--- config.mk ---
export PLATFORM = sky130hd
export DESIGN_NAME = ppm4_frame_decoder
export DESIGN_NICKNAME = d
export VERILOG_FILES = /design/src/rtl/ppm_pkg.sv /design/src/rtl/ppm4_slot_timer.sv /design/src/rtl/ppm4_frame_decoder.sv
export SDC_FILE = /design/constraint.sdc
export NUM_CORES = 1
export LEC_CHECK = 0
export CORE_MARGIN = 2
export CORE_UTILIZATION = 30
export CTS_CLUSTER_SIZE = 16
export DETAILED_ROUTE_END_ITERATION = 6
export SLEW_MARGIN = 20
export SYNTH_ARGS = -nofsm -noshare
export SYNTH_HDL_FRONTEND = slang
export SYNTH_SLANG_ARGS = --single-unit
--- constraint.sdc ---
create_clock -name clk16 -period 2.3 [get_ports clk16]
set_input_delay 0.23 -clock clk16 [delete_from_list [all_inputs] [get_ports clk16]]
set_output_delay 0.23 -clock clk16 [all_outputs]
set_load 0.01 [all_outputs]
--- src/rtl/ppm_pkg.sv ---
// Shared types and helpers for the 4-PPM frame decoder.
package ppm_pkg;

  // Decoder FSM states.
  typedef enum logic [1:0] {
    IDLE  = 2'd0,
    ALIGN = 2'd1,
    RX    = 2'd2
  } state_e;

  localparam int PPM_SLOTS     = 4;
  localparam int BITS_PER_SYM  = 2;
  localparam int SYMS_PER_BYTE = 4;

  // Index of the set bit of a one-hot slot vector (0 for anything else).
  function automatic logic [1:0] onehot_to_dibit(input logic [3:0] oh);
    logic [1:0] r;
    case (oh)
      4'b0010: r = 2'd1;
      4'b0100: r = 2'd2;
      4'b1000: r = 2'd3;
      default: r = 2'd0;
    endcase
    return r;
  endfunction

  // True when exactly one slot carried a pulse.
  function automatic logic is_onehot(input logic [3:0] v);
    return (v != 4'd0) && ((v & (v - 4'd1)) == 4'd0);
  endfunction

endpackage

--- src/rtl/ppm4_slot_timer.sv ---
// Slot/symbol timing for the 4-PPM receiver: counts clk16 cycles within a
// slot, slots within a symbol and symbols within a byte. Counters sit at
// zero whenever run_i is low, so the first RX cycle is slot 0, cycle 0.
module ppm4_slot_timer
  import ppm_pkg::*;
#(
  parameter int SLOT_CLKS = 8
) (
  input  logic       clk16,
  input  logic       rst_n,
  input  logic       run_i,
  output logic [1:0] slot_idx_o,
  output logic [1:0] sym_idx_o,
  output logic       mid_o,
  output logic       sym_end_o
);

  localparam int CW = (SLOT_CLKS > 1) ? $clog2(SLOT_CLKS) : 1;
  localparam logic [CW-1:0] SLOT_LAST = CW'(SLOT_CLKS - 1);
  localparam logic [CW-1:0] SLOT_MID  = CW'(SLOT_CLKS / 2);

  logic [CW-1:0] slot_cnt_q, slot_cnt_d;
  logic [1:0]    slot_idx_q, slot_idx_d;
  logic [1:0]    sym_idx_q,  sym_idx_d;

  // Advance the cycle/slot/symbol counters while running, else park at zero.
  always_comb begin
    slot_cnt_d = slot_cnt_q;
    slot_idx_d = slot_idx_q;
    sym_idx_d  = sym_idx_q;
    if (!run_i) begin
      slot_cnt_d = '0;
      slot_idx_d = 2'd0;
      sym_idx_d  = 2'd0;
    end else if (slot_cnt_q == SLOT_LAST) begin
      slot_cnt_d = '0;
      slot_idx_d = slot_idx_q + 2'd1;
      if (slot_idx_q == 2'(PPM_SLOTS - 1)) begin
        sym_idx_d = sym_idx_q + 2'd1;
      end
    end else begin
      slot_cnt_d = slot_cnt_q + CW'(1);
    end
  end

  // Counter registers.
  always_ff @(posedge clk16 or negedge rst_n) begin
    if (!rst_n) begin
      slot_cnt_q <= '0;
      slot_idx_q <= 2'd0;
      sym_idx_q  <= 2'd0;
    end else begin
      slot_cnt_q <= slot_cnt_d;
      slot_idx_q <= slot_idx_d;
      sym_idx_q  <= sym_idx_d;
    end
  end

  assign slot_idx_o = slot_idx_q;
  assign sym_idx_o  = sym_idx_q;
  assign mid_o      = run_i && (slot_cnt_q == SLOT_MID);
  assign sym_end_o  = run_i && (slot_cnt_q == SLOT_LAST) &&
                      (slot_idx_q == 2'(PPM_SLOTS - 1));

endmodule

--- src/rtl/ppm4_frame_decoder.sv ---
// 4-PPM frame decoder: after an upstream SOF pulse, waits START_DLY cycles,
// then samples each slot at mid-point and turns symbols into dibits, four
// dibits per byte (first symbol in bits [1:0]). An empty symbol ends the
// frame; multi-pulse symbols, partial bytes at EOF and byte overflow are
// errors. byte_valid, eof_rcv_out and frame_err are single-cycle strobes
// with no backpressure: the consumer must take byte_data in the cycle
// byte_valid is high (byte_data itself is held until the next byte).
module ppm4_frame_decoder
  import ppm_pkg::*;
#(
  parameter int SLOT_CLKS = 8,
  parameter int START_DLY = 8,
  parameter int MAX_BYTES = 64
) (
  input  logic       clk16,
  input  logic       rst_n,
  input  logic       Din,
  input  logic       sof_rcv_in,
  output logic [7:0] byte_data,
  output logic       byte_valid,
  output logic       eof_rcv_out,
  output logic       frame_err,
  output logic       busy,
  output logic [6:0] byte_cnt
);

  localparam int DW = $clog2(START_DLY) + 1;
  localparam logic [DW-1:0] DLY_LAST = DW'(START_DLY - 1);
  localparam logic [6:0]    MAX_CNT  = 7'(MAX_BYTES);

  state_e      state_q, state_d;
  logic        din_q;
  logic [DW-1:0] dly_cnt_q, dly_cnt_d;
  logic [3:0]  hits_q, hits_d;
  logic [5:0]  shift_q, shift_d;
  logic [7:0]  byte_data_q, byte_data_d;
  logic [6:0]  byte_cnt_q, byte_cnt_d;
  logic        byte_valid_q, byte_valid_d;
  logic        eof_q, eof_d;
  logic        err_q, err_d;

  logic [1:0]  slot_idx, sym_idx, dibit;
  logic        mid, sym_end, run;

  assign run   = (state_q == RX);
  assign dibit = onehot_to_dibit(hits_q);

  ppm4_slot_timer #(
    .SLOT_CLKS(SLOT_CLKS)
  ) u_slot_timer (
    .clk16     (clk16),
    .rst_n     (rst_n),
    .run_i     (run),
    .slot_idx_o(slot_idx),
    .sym_idx_o (sym_idx),
    .mid_o     (mid),
    .sym_end_o (sym_end)
  );

  // Line conditioning: pulses are active-low on Din, active-high on din_q.
  always_ff @(posedge clk16 or negedge rst_n) begin
    if (!rst_n) din_q <= 1'b0;
    else        din_q <= !Din;
  end

  // Next-state, slot capture, symbol evaluation and byte assembly.
  always_comb begin
    state_d      = state_q;
    dly_cnt_d    = dly_cnt_q;
    hits_d       = hits_q;
    shift_d      = shift_q;
    byte_data_d  = byte_data_q;
    byte_cnt_d   = byte_cnt_q;
    byte_valid_d = 1'b0;
    eof_d        = 1'b0;
    err_d        = 1'b0;
    case (state_q)
      IDLE: begin
        hits_d = 4'd0;
        if (sof_rcv_in) begin
          state_d    = ALIGN;
          dly_cnt_d  = '0;
          byte_cnt_d = 7'd0;
        end
      end
      ALIGN: begin
        hits_d = 4'd0;
        if (dly_cnt_q == DLY_LAST) state_d = RX;
        else                       dly_cnt_d = dly_cnt_q + DW'(1);
      end
      RX: begin
        if (mid) hits_d[slot_idx] = din_q;
        if (sym_end) begin
          hits_d = 4'd0;
          if (hits_q == 4'd0) begin
            // Empty symbol: end of frame; a partial byte is an error.
            eof_d   = 1'b1;
            err_d   = (sym_idx != 2'd0);
            state_d = IDLE;
          end else if (is_onehot(hits_q)) begin
            case (sym_idx)
              2'd0: shift_d[1:0] = dibit;
              2'd1: shift_d[3:2] = dibit;
              2'd2: shift_d[5:4] = dibit;
              default: begin
                if (byte_cnt_q == MAX_CNT) begin
                  // Overflow: drop the byte and re-arm upstream.
                  err_d   = 1'b1;
                  eof_d   = 1'b1;
                  state_d = IDLE;
                end else begin
                  byte_data_d  = {dibit, shift_q};
                  byte_valid_d = 1'b1;
                  byte_cnt_d   = byte_cnt_q + 7'd1;
                end
              end
            endcase
          end else begin
            // Several pulses in one symbol: coding error.
            err_d   = 1'b1;
            eof_d   = 1'b1;
            state_d = IDLE;
          end
        end
      end
      default: state_d = IDLE;
    endcase
  end

  // State and datapath registers.
  always_ff @(posedge clk16 or negedge rst_n) begin
    if (!rst_n) begin
      state_q      <= IDLE;
      dly_cnt_q    <= '0;
      hits_q       <= 4'd0;
      shift_q      <= 6'd0;
      byte_data_q  <= 8'd0;
      byte_cnt_q   <= 7'd0;
      byte_valid_q <= 1'b0;
      eof_q        <= 1'b0;
      err_q        <= 1'b0;
    end else begin
      state_q      <= state_d;
      dly_cnt_q    <= dly_cnt_d;
      hits_q       <= hits_d;
      shift_q      <= shift_d;
      byte_data_q  <= byte_data_d;
      byte_cnt_q   <= byte_cnt_d;
      byte_valid_q <= byte_valid_d;
      eof_q        <= eof_d;
      err_q        <= err_d;
    end
  end

  assign byte_data   = byte_data_q;
  assign byte_valid  = byte_valid_q;
  assign eof_rcv_out = eof_q;
  assign frame_err   = err_q;
  assign busy        = (state_q != IDLE);
  assign byte_cnt    = byte_cnt_q;

endmodule

==> metrics.md <==
| Metric | Value |
|---|---|
| Status | complete, no violations |
| Yosys top cell area share | 51.0% |
| All-Layer GR Usage | approximately a tenth |
| Hold Buf Count CTS | 0 |
| Seq cells post-synth | between 40 and 50 |
| Min-delay worst type | in -> async |
| Core ar. | roughly 0.0067 sq mm |
| Worst-Margin Slew | between 0.9 and 1 ns |
| Comb pwr share | a little under a fifth |
| # rows | 30 |
| Grt ovf | 0 |
| R2R setup slack | 0.18 ns |
| Worst setup EP type | flip-flop |
| DR vias | ~1400 |
| Sequential share of the synthesized area | 51.0% |
| Slew headroom | a little under two fifths |
| 1st-pass router iterations | 4 |
| Internal | 0.00127 W |
| Post-synth EDFFs | 0 |
| Mux contribution to synthesized area | 8.62% |
| P_leak | 1.15 nW |
| Finished Core Util | a little under two fifths |
| Most frequent cell after synthesis | dfrtp_1 |
| Vias/cell | roughly 4.7 |
| Final number of setup-violating endpoints | 0 |
| CTS tree | done |
| Xor/xnor share of the synthesized area | 2.97% |
| # diodes | 0 |
| Largest net degree at the start of global routing | 43 |
| RSZ-0062 raised after global routing | no |
| Fraction of the mapped netlist area in adder cells | approximately 8.5% |
| Final Max Tran Viols | 0 |
| Commonest cells in the netlist | dfrtp_1 (42), nor2_1 (17), nand2_1 (15) |
| I/O Pins | 23 |
| Setup tns final | 0 ns |
| CP arrival | ~2.3 ns |
| Initial antenna violation count | 0 |
| Drt initial violations | 53 |
| TritonCTS sink count | 42 |
| Synthesized Nets | approximately 210 |
| Compound-gate portion of the synthesized area | a little under a tenth |
| Switching portion of total power | between 20% and 30% |
| Root Buffer | clkbuf_8 |
| Min Tclk post-route | approximately 2.1 ns |
| Clock skew | 0.00905 ns |
| Final period utilization | 92.3% |
| Die footprint | between 0.007 and 0.008 sq mm |
| Synth top area cells | dfrtp_1 (51%), ha_1 (8.5%), mux2_2 (7.6%) |
| Cells after synthesis | between 150 and 200 |
| Setup bufs post-CTS | 0 |
| Routed WL | 3630 um |
| FMAX | roughly 470 MHz |
| MaxCap Viol Count | 0 |
| Yosys cell types | 38 |
| Global-route wire length before repair | 6330 um |
| Worst Slack Setup Final | 0.177 ns |
| Routed len/inst | 12.2 um |
| Post-Syn Area | between 0.002 and 0.0025 sq mm |
| Largest family of logic cells by synthesized area | simple AND/OR/NAND/NOR gates |
| Asr flop ratio synth | between 90% and 100% |
| Nets | 235 |
| Final hold viol count | 0 |
| Number of remaining DRC errors | 0 |
| Clock power frac | 33.1% |
| Switch Pwr | ~0.00048 W |
| Pre-CTS setup slack | approximately 0.19 ns |
| Most area-hungry cell type in the Yosys netlist | dfrtp_1 |
| Startpoint types | flip-flop |
| CTS H-Tree Depth | 2 |
| Simple-gate share of the synthesized area | about 15% |
| Crit path kind | reg -> reg |
| Chip height | a little under 90 um |
| CP max FO | 7 |
| Clock buffer depth | 2 |
| TritonCTS buffer count | 5 |
| Critical Path RT | approximately 2.5 ns |
| Worst-Skew Late Latency | around 0.30 ns |
| Dpl hpwl | about 2600 um |
| Ratio of cells with drive above 1 in the final layout | about 15% |
| Pwr Density | about 700 mW/mm^2 |
| Vias in the first global route | roughly 1400 |
| Post-CTS sizing | 0 |
| RePlAce Congestion | between 0.7 and 0.8 |
| P&R area growth vs syn | 20.8% |
| Initial core utilization | 30.7% |
| Total Power | about 0.0017 W |
| Flop pwr share | 48.7% |
| Primary FF master, synth | dfrtp_1 |
| Ys Warns | 0 |
| Port buffer count | 22 |
| Clock transition at path regs | ~0.080 ns |
| VDD IR max | around 0.39 mV |
| Antenna Nets Post-Route | 0 |
| Die Width | 86.9 um |
| Post-Syn Area per Cell | roughly 11 sq um |
[flip-flops by register name, indices dropped and copies added (netlist names)]
name                     count
u_slot_timer.slot_idx_o      2
state_q                      2
shift_q                      6
eof_rcv_out                  1
byte_data                    8
hits_q                       4
byte_valid                   1
din_q                        1
frame_err                    1
u_slot_timer.slot_cnt_q      3
byte_cnt                     7
u_slot_timer.sym_idx_o       2
dly_cnt_q                    4
[worst max-delay path, stage by stage (launching register included)]
cell and delay (ns):
dfrtp_1 0.42, ha_1 0.32, nand4b_2 0.15, a311o_1 0.38
or2_1 0.27, inv_2 0.13, mux2_2 0.35
[stage by stage]
step           hold WS (ns)  std cells  area [sq um]
2_1_floorplan       -0.0656        189          2060
3_3_place_gp          0.428        290          2380
3_5_place_dp          0.434        290          2380
4_1_cts               0.106        298          2490
5_1_grt               0.148        298          2490
6_report             0.0729        298          2490
[placed cells by master, fill, tap and decap left out, types with 6 or more instances in the layout]
master	count
a21oi_1	6
ha_1	14
xnor2_1	6
clkdlybuf4s50_1	21
nand3_1	6
nand2_1	15
dfrtp_1	42
o21ai_0	9
inv_1	12
nor2_1	17
mux2_2	14
[layer usage]
| metal | GRT usage, % | part of all wire (%) | vias up |
|---|---|---|---|
| met5 | 0 | 0 | - |
| met4 | 3.84 | 0.99 | 0 |
| met3 | 3.03 | 3.2 | 3 |
| met2 | 16.5 | 46 | 20 |
| met1 | 14.1 | 50 | 678 |
| li1 | - | - | 710 |
[logic make-up (layout without fill, tap and decap cells)]
family,count (synthesis),in the layout
simple gates,62,62
flops,42,42
compound gates,29,29
buf+inv,19,48
mux,16,16
fa+ha+maj,14,14
xor+xnor,7,7
[power groups by stage]
stage                     clock network (W)  logic [W]  registers, W
after floorplan                           0   0.000215      0.000855
after global placement                    0   0.000315      0.000864
after detailed placement                  0   0.000319      0.000864
after CTS                          0.000595   0.000321      0.000850
after global routing               0.000627   0.000367      0.000859
final                              0.000578   0.000317      0.000851
[final cells by class]
class	count	area, sq um
tap	80	100
clock buffer	6	72.6
sequential	42	1050
clock inverter	2	37.5
fill	655	4230
multi-input combinational	128	928
timing repair buffer	27	253
inverter	13	48.8
[worst paths after layout]
path | startpoint | to | cells past startpoint
worst max-delay path | u_slot_timer.slot_idx_o[0] | byte_data[7] | 6
worst min-delay path | rst_n | byte_data[3] | 1
worst max register to register | u_slot_timer.slot_idx_o[0] | byte_data[7] | 6
worst min register to register | u_slot_timer.slot_cnt_q[0] | u_slot_timer.slot_cnt_q[0] | 1
max in group asynchronous | rst_n | din_q | 1
min in group clk16 | Din | din_q | 2
(Power assumes the default switching activity.)
